File: src/rtl/rr_mux_stream.sv
// N-channel stream multiplexer with a round-robin arbiter, an optional forced select,
// and a single registered output stage with a valid/ready handshake.
module rr_mux_stream #(
  parameter int WIDTH    = 16,
  parameter int CHANNELS = 8,
  parameter int SEL_W    = 3
) (
  input  logic                      clock,
  input  logic                      reset,
  input  logic [CHANNELS*WIDTH-1:0] in_data,
  input  logic [CHANNELS-1:0]       in_valid,
  output logic [CHANNELS-1:0]       in_ready,
  input  logic                      fixed_en,
  input  logic [SEL_W-1:0]          fixed_sel,
  output logic [WIDTH-1:0]          out_data,
  output logic [SEL_W-1:0]          out_sel,
  output logic                      out_valid,
  input  logic                      out_ready
);

  logic [WIDTH-1:0]    out_data_reg;
  logic [SEL_W-1:0]    out_sel_reg;
  logic                out_valid_reg;
  logic [SEL_W-1:0]    rr_ptr_reg;

  logic                load;
  logic [CHANNELS-1:0] upper_mask;
  logic [CHANNELS-1:0] req_upper;
  logic [CHANNELS-1:0] fixed_hit;
  logic [SEL_W-1:0]    lo_all;
  logic [SEL_W-1:0]    lo_upper;
  logic [SEL_W-1:0]    rr_idx;
  logic                grant_any;
  logic [SEL_W-1:0]    grant_idx;
  logic [WIDTH-1:0]    grant_data;

  assign load = ~out_valid_reg | out_ready;

  // Channels strictly above the pointer are searched first; if none request, the
  // search wraps to the lowest requester. This is the circular search without adders.
  genvar gi;
  generate
    for (gi = 0; gi < CHANNELS; gi++) begin : g_chan
      assign upper_mask[gi] = (SEL_W'(gi) > rr_ptr_reg);
      assign fixed_hit[gi]  = in_valid[gi] & (fixed_sel == SEL_W'(gi));
      assign in_ready[gi]   = load & grant_any & (grant_idx == SEL_W'(gi));
    end
  endgenerate

  assign req_upper = in_valid & upper_mask;

  always_comb begin
    lo_all   = '0;
    lo_upper = '0;
    for (int i = CHANNELS - 1; i >= 0; i--) begin
      if (in_valid[i])  lo_all   = SEL_W'(i);
      if (req_upper[i]) lo_upper = SEL_W'(i);
    end
    rr_idx = (|req_upper) ? lo_upper : lo_all;
  end

  // An out-of-range fixed_sel matches no channel, so fixed_hit stays zero.
  always_comb begin
    if (fixed_en) begin
      grant_any = |fixed_hit;
      grant_idx = fixed_sel;
    end else begin
      grant_any = |in_valid;
      grant_idx = rr_idx;
    end
  end

  always_comb begin
    grant_data = '0;
    for (int i = 0; i < CHANNELS; i++) begin
      if (grant_idx == SEL_W'(i)) grant_data = in_data[i*WIDTH +: WIDTH];
    end
  end

  always_ff @(posedge clock or posedge reset) begin
    if (reset) begin
      out_data_reg  <= '0;
      out_sel_reg   <= '0;
      out_valid_reg <= 1'b0;
      rr_ptr_reg    <= SEL_W'(CHANNELS - 1);
    end else if (load) begin
      if (grant_any) begin
        out_data_reg  <= grant_data;
        out_sel_reg   <= grant_idx;
        out_valid_reg <= 1'b1;
        if (!fixed_en) rr_ptr_reg <= grant_idx;
      end else begin
        out_valid_reg <= 1'b0;
      end
    end
  end

  assign out_data  = out_data_reg;
  assign out_sel   = out_sel_reg;
  assign out_valid = out_valid_reg;

endmodule

File: config.mk
export PLATFORM = sky130hd
export DESIGN_NAME = rr_mux_stream
export DESIGN_NICKNAME = d
export VERILOG_FILES = /design/src/rtl/rr_mux_stream.sv
export SDC_FILE = /design/constraint.sdc
export NUM_CORES = 1
export LEC_CHECK = 0
export ABC_AREA = 1
export CAP_MARGIN = 20
export CORE_MARGIN = 5
export CORE_UTILIZATION = 39
export DETAILED_ROUTE_END_ITERATION = 8
export GPL_ROUTABILITY_DRIVEN = 1
export PLACE_DENSITY = 0.9
export SLEW_MARGIN = 10
export SYNTH_ARGS = -nofsm -noshare
export SYNTH_HDL_FRONTEND = slang
export SYNTH_SLANG_ARGS = --single-unit
File: constraint.sdc
create_clock -name clock -period 8.7 [get_ports clock]
set_clock_uncertainty 0.2 [all_clocks]
set_input_delay 2.61 -clock clock [delete_from_list [all_inputs] [get_ports clock]]
set_output_delay 2.61 -clock clock [all_outputs]
set_load 0.01 [all_outputs]
==> results of run 1 <==
synth_stat cells, types with 3 or more instances:
master    instances
dfstp_2           3
nor2_1           64
nand2_1         139
nand2_2           3
inv_1            38
dfrtp_1          20
nand3_1          40
clkbuf_1          4
inv_2             4
o21ai_0           6
buf_2             7
and3_1            5
buf_1             3
a22oi_1           5
buf_4             6
nand3_2           3
a21oi_1           7
nand4_1          47
nor3_1            3
nor2_2            5
logic make-up after synthesis:
group / Yosys count / share of synthesized area (%)
AND/OR/NAND/NOR: 320 / 59.7
flip-flops: 23 / 23.1
buffers and inverters: 64 / 11.2
AO/OA/AOI/OAI: 23 / 5.94
final cells by class:
class	count	area share, %
flip-flops and latches	23	13.5
inverters	43	3.83
multi-input cells	343	38.4
repair buffers	176	40.8
clock inverters	1	0.175
well taps	77	2.25
clock buffers	3	0.965
power groups by stage:
stage	registers [W]	logic, W	clock network [W]
after floorplan	0.000202	0.000248	0
after detailed placement	0.000186	0.000485	0
after global placement	0.000185	0.000476	0
final	0.000186	0.000488	0.0000706
after CTS	0.000186	0.000486	0.0000713
after global routing	0.000193	0.000533	0.0000765
worst register-to-register path: stages (launching register included):
cell	delay, ns
dfstp_2	0.58
inv_2	0.06
nand2_1	0.09
nand2_1	0.08
nand2_2	0.09
nand2_2	0.05
nor2_2	0.14
nand4_1	0.13
nand3_1	0.18
nand2_4	0.26
nor2_2	0.56
nand3_1	0.19
nand3_1	0.13
nor2_1	0.05
nand4_1	0.08
nand2_1	0.06
nand2_1	0.05
per-layer routing:
metal	vias up	share of wire (%)	GRT usage (%)	routed length, µm
met2	143	50	42.6	5220
met5	-	0	0	0
met1	1583	40	29.2	4200
met4	0	2.6	7.32	273
met3	24	6.8	4.76	703
li1	1737	-	-	-
final timing paths:
kind / start / end / slack, ns / cells past startpoint
setup reg to reg: rr_ptr_reg[1]$_DFFE_PP1P_ / out_data[5]$_DFFE_PP0P_ / 5.70 / 16
hold reg to reg: out_sel[1]$_DFFE_PP0P_ / out_sel[1]$_DFFE_PP0P_ / 0.29 / 2
setup / recovery: fixed_sel[1] / in_ready[5] / 0.55 / 10
max in group asynchronous: reset / out_valid$_DFFE_PP0N_ / 5.08 / 2
hold / removal: out_sel[1]$_DFFE_PP0P_ / out_sel[1]$_DFFE_PP0P_ / 0.29 / 2
min in group asynchronous: reset / out_data[11]$_DFFE_PP0P_ / 2.64 / 2
through the flow:
| stage | setup WS, ns | hold WS [ns] | instances | utilization, % |
|---|---|---|---|---|
| 3_3_place_gp | 0.619 | 0.263 | 662 | 67.0 |
| 2_1_floorplan | 1.91 | 0.297 | 430 | - |
| 4_1_cts | 0.569 | 0.295 | 666 | 67.8 |
| 3_5_place_dp | 0.572 | 0.269 | 662 | 67.0 |
| 5_1_grt | 0.318 | 0.318 | 666 | 67.8 |
| 6_report | 0.546 | 0.290 | 666 | 67.8 |
==> results.md, run 1 <==
- Fin nets: 733
- Internal power: 0.000413 W
- Initial Utilization: 39.7%
- Post-CTS Repair Setup Buffers: 0
- Netlist cell types: 32
- Hold_buf cts: 0
- Placement Cell Area: 4230 µm²
- IO Port Bufs: 170
- Reg area: 579 µm²
- Vias in the first global route: 3432
- Overall power: 0.000744 W
- CTS max path bufs: 2
- Total gr overflow: 0
- Critical path peak fanout: 11
- Largest net degree at the start of global routing: 54
- Clock Sinks: 23
- Required time worst endpoint: 5.89 ns
- Total track usage: 24.1%
- Io pins: 171
- Core area: 6310 µm²
- Critical Path AT: 5.34 ns
- Post-synthesis sequential area ratio: 23.1%
- Peak VDD IR: 0.114 mV
- Dpl hpwl: 8350 µm
- Switching pwr: 0.000331 W
- RSZ-0062 raised after global routing: false
- Pwr/cell area: 174 nW/µm²
- Commonest non-fill, non-tap cells in the layout: clkdlybuf4s50_1, nand2_1, nor2_1, nand4_1, nand3_1
- Vias: 3487
- Worst Tran Pin Value: 0.938 ns
- Die span in x: 90.2 µm
- Net Count, Synth: 573
- Syn. warnings: 0
- Max Fclk: 123 MHz
- Post-Route WL: 10400 µm
- Final setup fails: 0
- Footprint of the multi-input gates: 1650 µm²
- Drc violations: 0
- Max cap viols: 0
- Worst path bufs/invs: 3
- Syn avg cell area: 5.83 µm²
- Element type at the critical path start: input port
- Top cells by area, synth: nand2_1, dfrtp_1, nand4_1, nor2_1, nand3_1
- Die height: 90.2 µm
- Hold violation count in the final report: 0
- Clock power frac: 9.5%
- Logic pwr share: 65.5%
- Critical path endpoint category: output pin
- Crit Path Class: in -> out
- Setup tns final: 0 ns
- #FFs+latches synth: 23
- Number of flip-flops under the largest register name: 16
- Status: finished, final reports clean
- Area fraction of the dominant cell type after synthesis: 20.8%
- Reg power frac: 25.0%
- CTS resizes: 0
- Clk_lat worst skew: 0.26 ns
- Layout cells sized above 1: 6.45%
- Area Overhead vs Synth: 70.8%
- Delay-heaviest family, CP: buffers and inverters
- Switching Fraction: 44.5%
- Fill cells: 583
- Diodes inserted: 0
- Via/cell ratio: 5.24
- Slew Viols, Final: 0
- Drt pass-1 iters: 5
- Design Area, Final: 4280 µm²
- Top cell type by total area after synthesis: nand2_1
- First-pass GRT wire length: 16400 µm
- DRT antenna net count: 0
- Largest stage delay, worst path: 0.57 ns
- TritonCTS clock tree: yes
- Die ar.: 8130 µm²
- Leakage power: 1.90 nW
- Initial antenna violation count: 0
- Cells after synthesis: 430
- Post-route clock period utilization: 93.7%
- CTS root buf: clkbuf_8
- Critical path's slowest cell: clkdlybuf4s50_1
- Async SR Flop Fraction: 100%
- Slew headroom: 37.4%
- H-Tree Level Count: 1
- Mapped cell area: 2510 µm²
- Number of synthesized flops with an enable pin: 0
- Initial detailed-routing violation count: 202
- Commonest non-fill, non-tap cell in the layout: clkdlybuf4s50_1
- CP Cell Sequence: clkdlybuf4s50_1, nand2_1, o22ai_1, a221oi_1, nand3_1, nand4_1, inv_1, nand2_1, nor3_1, clkdlybuf4s50_1
- Post-layout min period: 8.15 ns
- Clock transition at the registers of the reported paths: 0.08 ns
- # rows: 29
- WL/cell: 15.6 µm
- Top FF cell, synth: dfrtp_1
- GPL Wtd Cong: 0.915
- CTS Buf Count: 3
- HP Class: reg -> reg
Note: power is estimated with default switching activity, not from simulation.
==> run 2: changes to the inputs <==
Settings changed: RECOVER_POWER set to 25.
==> run 2 against run 1 <==
  * Global-route usage unchanged
  * Register-to-register slack about the same
  * Via count unchanged
  * Combinational power about the same
  * First-iteration DRC count unchanged
  * Core utilization unchanged
  * Sequential share of layout area unchanged
  * Worst setup slack unchanged
  * Routed wire length unchanged
  * Critical path depth unchanged
  * Die area unchanged
  * Non-clock buffer count unchanged
  * Largest cell class unchanged
  * Largest power group unchanged
==> results.md, run 2 (synthesized netlist as in run 1, its figures left out) <==
- Status: finished, final reports clean
- Internal power: 0.000413 W
- # rows: 29
- Slew Viols, Final: 0
- Initial detailed-routing violation count: 202
- Via/cell ratio: 5.24
- First-pass GRT wire length: 16400 µm
- Fin util: 67.8%
- Hold_buf cts: 0
- Commonest non-fill, non-tap cells in the layout: clkdlybuf4s50_1, nand2_1, nor2_1, nand4_1, nand3_1
- Vias in the first global route: 3432
- Slew headroom: 37.4%
- Logic pwr share: 65.5%
- Clock transition at the registers of the reported paths: 0.08 ns
- Drt pass-1 iters: 5
- Drc violations: 0
- Fin nets: 733
- Io pins: 171
- IO Port Bufs: 170
- Required time worst endpoint: 5.89 ns
- WL/cell: 15.6 µm
- Commonest non-fill, non-tap cell in the layout: clkdlybuf4s50_1
- Post-route clock period utilization: 93.7%
- Total gr overflow: 0
- Leakage power: 1.90 nW
- H-Tree Level Count: 1
- Vias: 3487
- Number of flip-flops under the largest register name: 16
- Die span in x: 90.2 µm
- Element type at the critical path start: input port
- Clk_lat worst skew: 0.26 ns
- Post-Route WL: 10400 µm
- Pwr/cell area: 174 nW/µm²
- Hold violation count in the final report: 0
- CTS Buf Count: 3
- Total track usage: 24.1%
- RSZ-0062 raised after global routing: false
- Post-CTS Repair Setup Buffers: 0
- Switching pwr: 0.000331 W
- Diodes inserted: 0
- HP Class: reg -> reg
- Max Fclk: 123 MHz
- Area Overhead vs Synth: 70.8%
- DRT antenna net count: 0
- Dpl hpwl: 8350 µm
- Setup tns final: 0 ns
- Largest net degree at the start of global routing: 54
- Clock Sinks: 23
- CTS root buf: clkbuf_8
- Max cap viols: 0
- Initial Utilization: 39.7%
- Post-layout min period: 8.15 ns
- Initial antenna violation count: 0
- Critical path endpoint category: output pin
- Critical path peak fanout: 11
- Final setup fails: 0
- Die height: 90.2 µm
- Critical Path AT: 5.34 ns
- Die ar.: 8130 µm²
- Clock power frac: 9.5%
- GPL Wtd Cong: 0.915
- Core area: 6310 µm²
- Peak VDD IR: 0.114 mV
- CTS resizes: 0
- Worst Tran Pin Value: 0.939 ns
- CTS max path bufs: 2
- TritonCTS clock tree: yes
- Crit Path Class: in -> out
- Reg power frac: 25.0%
- Switching Fraction: 44.5%
- Layout cells sized above 1: 6.45%
==> run 2: layer usage <==
layer	GRT usage [%]	vias up	share of wire [%]
met4	7.32	0	2.6
met1	29.2	1583	40
met5	0	-	0
li1	-	1737	-
met2	42.6	143	50
met3	4.76	24	6.8
==> run 2: worst paths after layout <==
| path | endpoint | startpoint | cells after the start | slack [ns] |
|---|---|---|---|---|
| worst min register to register | out_sel[1]$_DFFE_PP0P_ | out_sel[1]$_DFFE_PP0P_ | 2 | 0.29 |
| worst max register to register | out_data[5]$_DFFE_PP0P_ | rr_ptr_reg[1]$_DFFE_PP1P_ | 16 | 5.70 |
| min in group asynchronous | out_data[11]$_DFFE_PP0P_ | reset | 2 | 2.78 |
| worst max-delay path | in_ready[5] | fixed_sel[1] | 10 | 0.55 |
| worst min-delay path | out_sel[1]$_DFFE_PP0P_ | out_sel[1]$_DFFE_PP0P_ | 2 | 0.29 |
| max in group asynchronous | out_valid$_DFFE_PP0N_ | reset | 2 | 4.94 |
==> run 2: worst max-delay path: stages <==
cell and delay, ns:
clkdlybuf4s50_1 0.55, nand2_1 0.09, o22ai_1 0.17, a221oi_1 0.07, nand3_1 0.08, nand4_1 0.45
inv_1 0.41, nand2_1 0.16, nor3_1 0.17, clkdlybuf4s50_1 0.57
==> run 2: metrics by stage <==
stage	area [µm²]	worst slack (ns)	std cells	power (W)	hold slack [ns]
2_1_floorplan	2510	1.91	430	0.000451	0.297
3_3_place_gp	4230	0.619	662	0.000661	0.263
3_5_place_dp	4230	0.572	662	0.000670	0.269
4_1_cts	4280	0.569	666	0.000743	0.295
5_1_grt	4280	0.318	666	0.000802	0.318
6_report	4280	0.546	666	0.000744	0.290
==> run 2: power groups by stage <==
stage	Clock, W	Combinational, W	Sequential (W)
after floorplan	0	0.000248	0.000202
after global placement	0	0.000476	0.000185
after detailed placement	0	0.000485	0.000186
after CTS	0.0000713	0.000486	0.000186
after global routing	0.0000765	0.000533	0.000193
final	0.0000706	0.000487	0.000186
==> run 2: final cells by class <==
cell class              count  area [µm²]
well taps                  77        96.3
repair buffers            176        1750
flip-flops and latches     23         579
fillers                   583        2030
clock inverters             1        7.51
inverters                  43         164
clock buffers               3        41.3
multi-input cells         343        1650
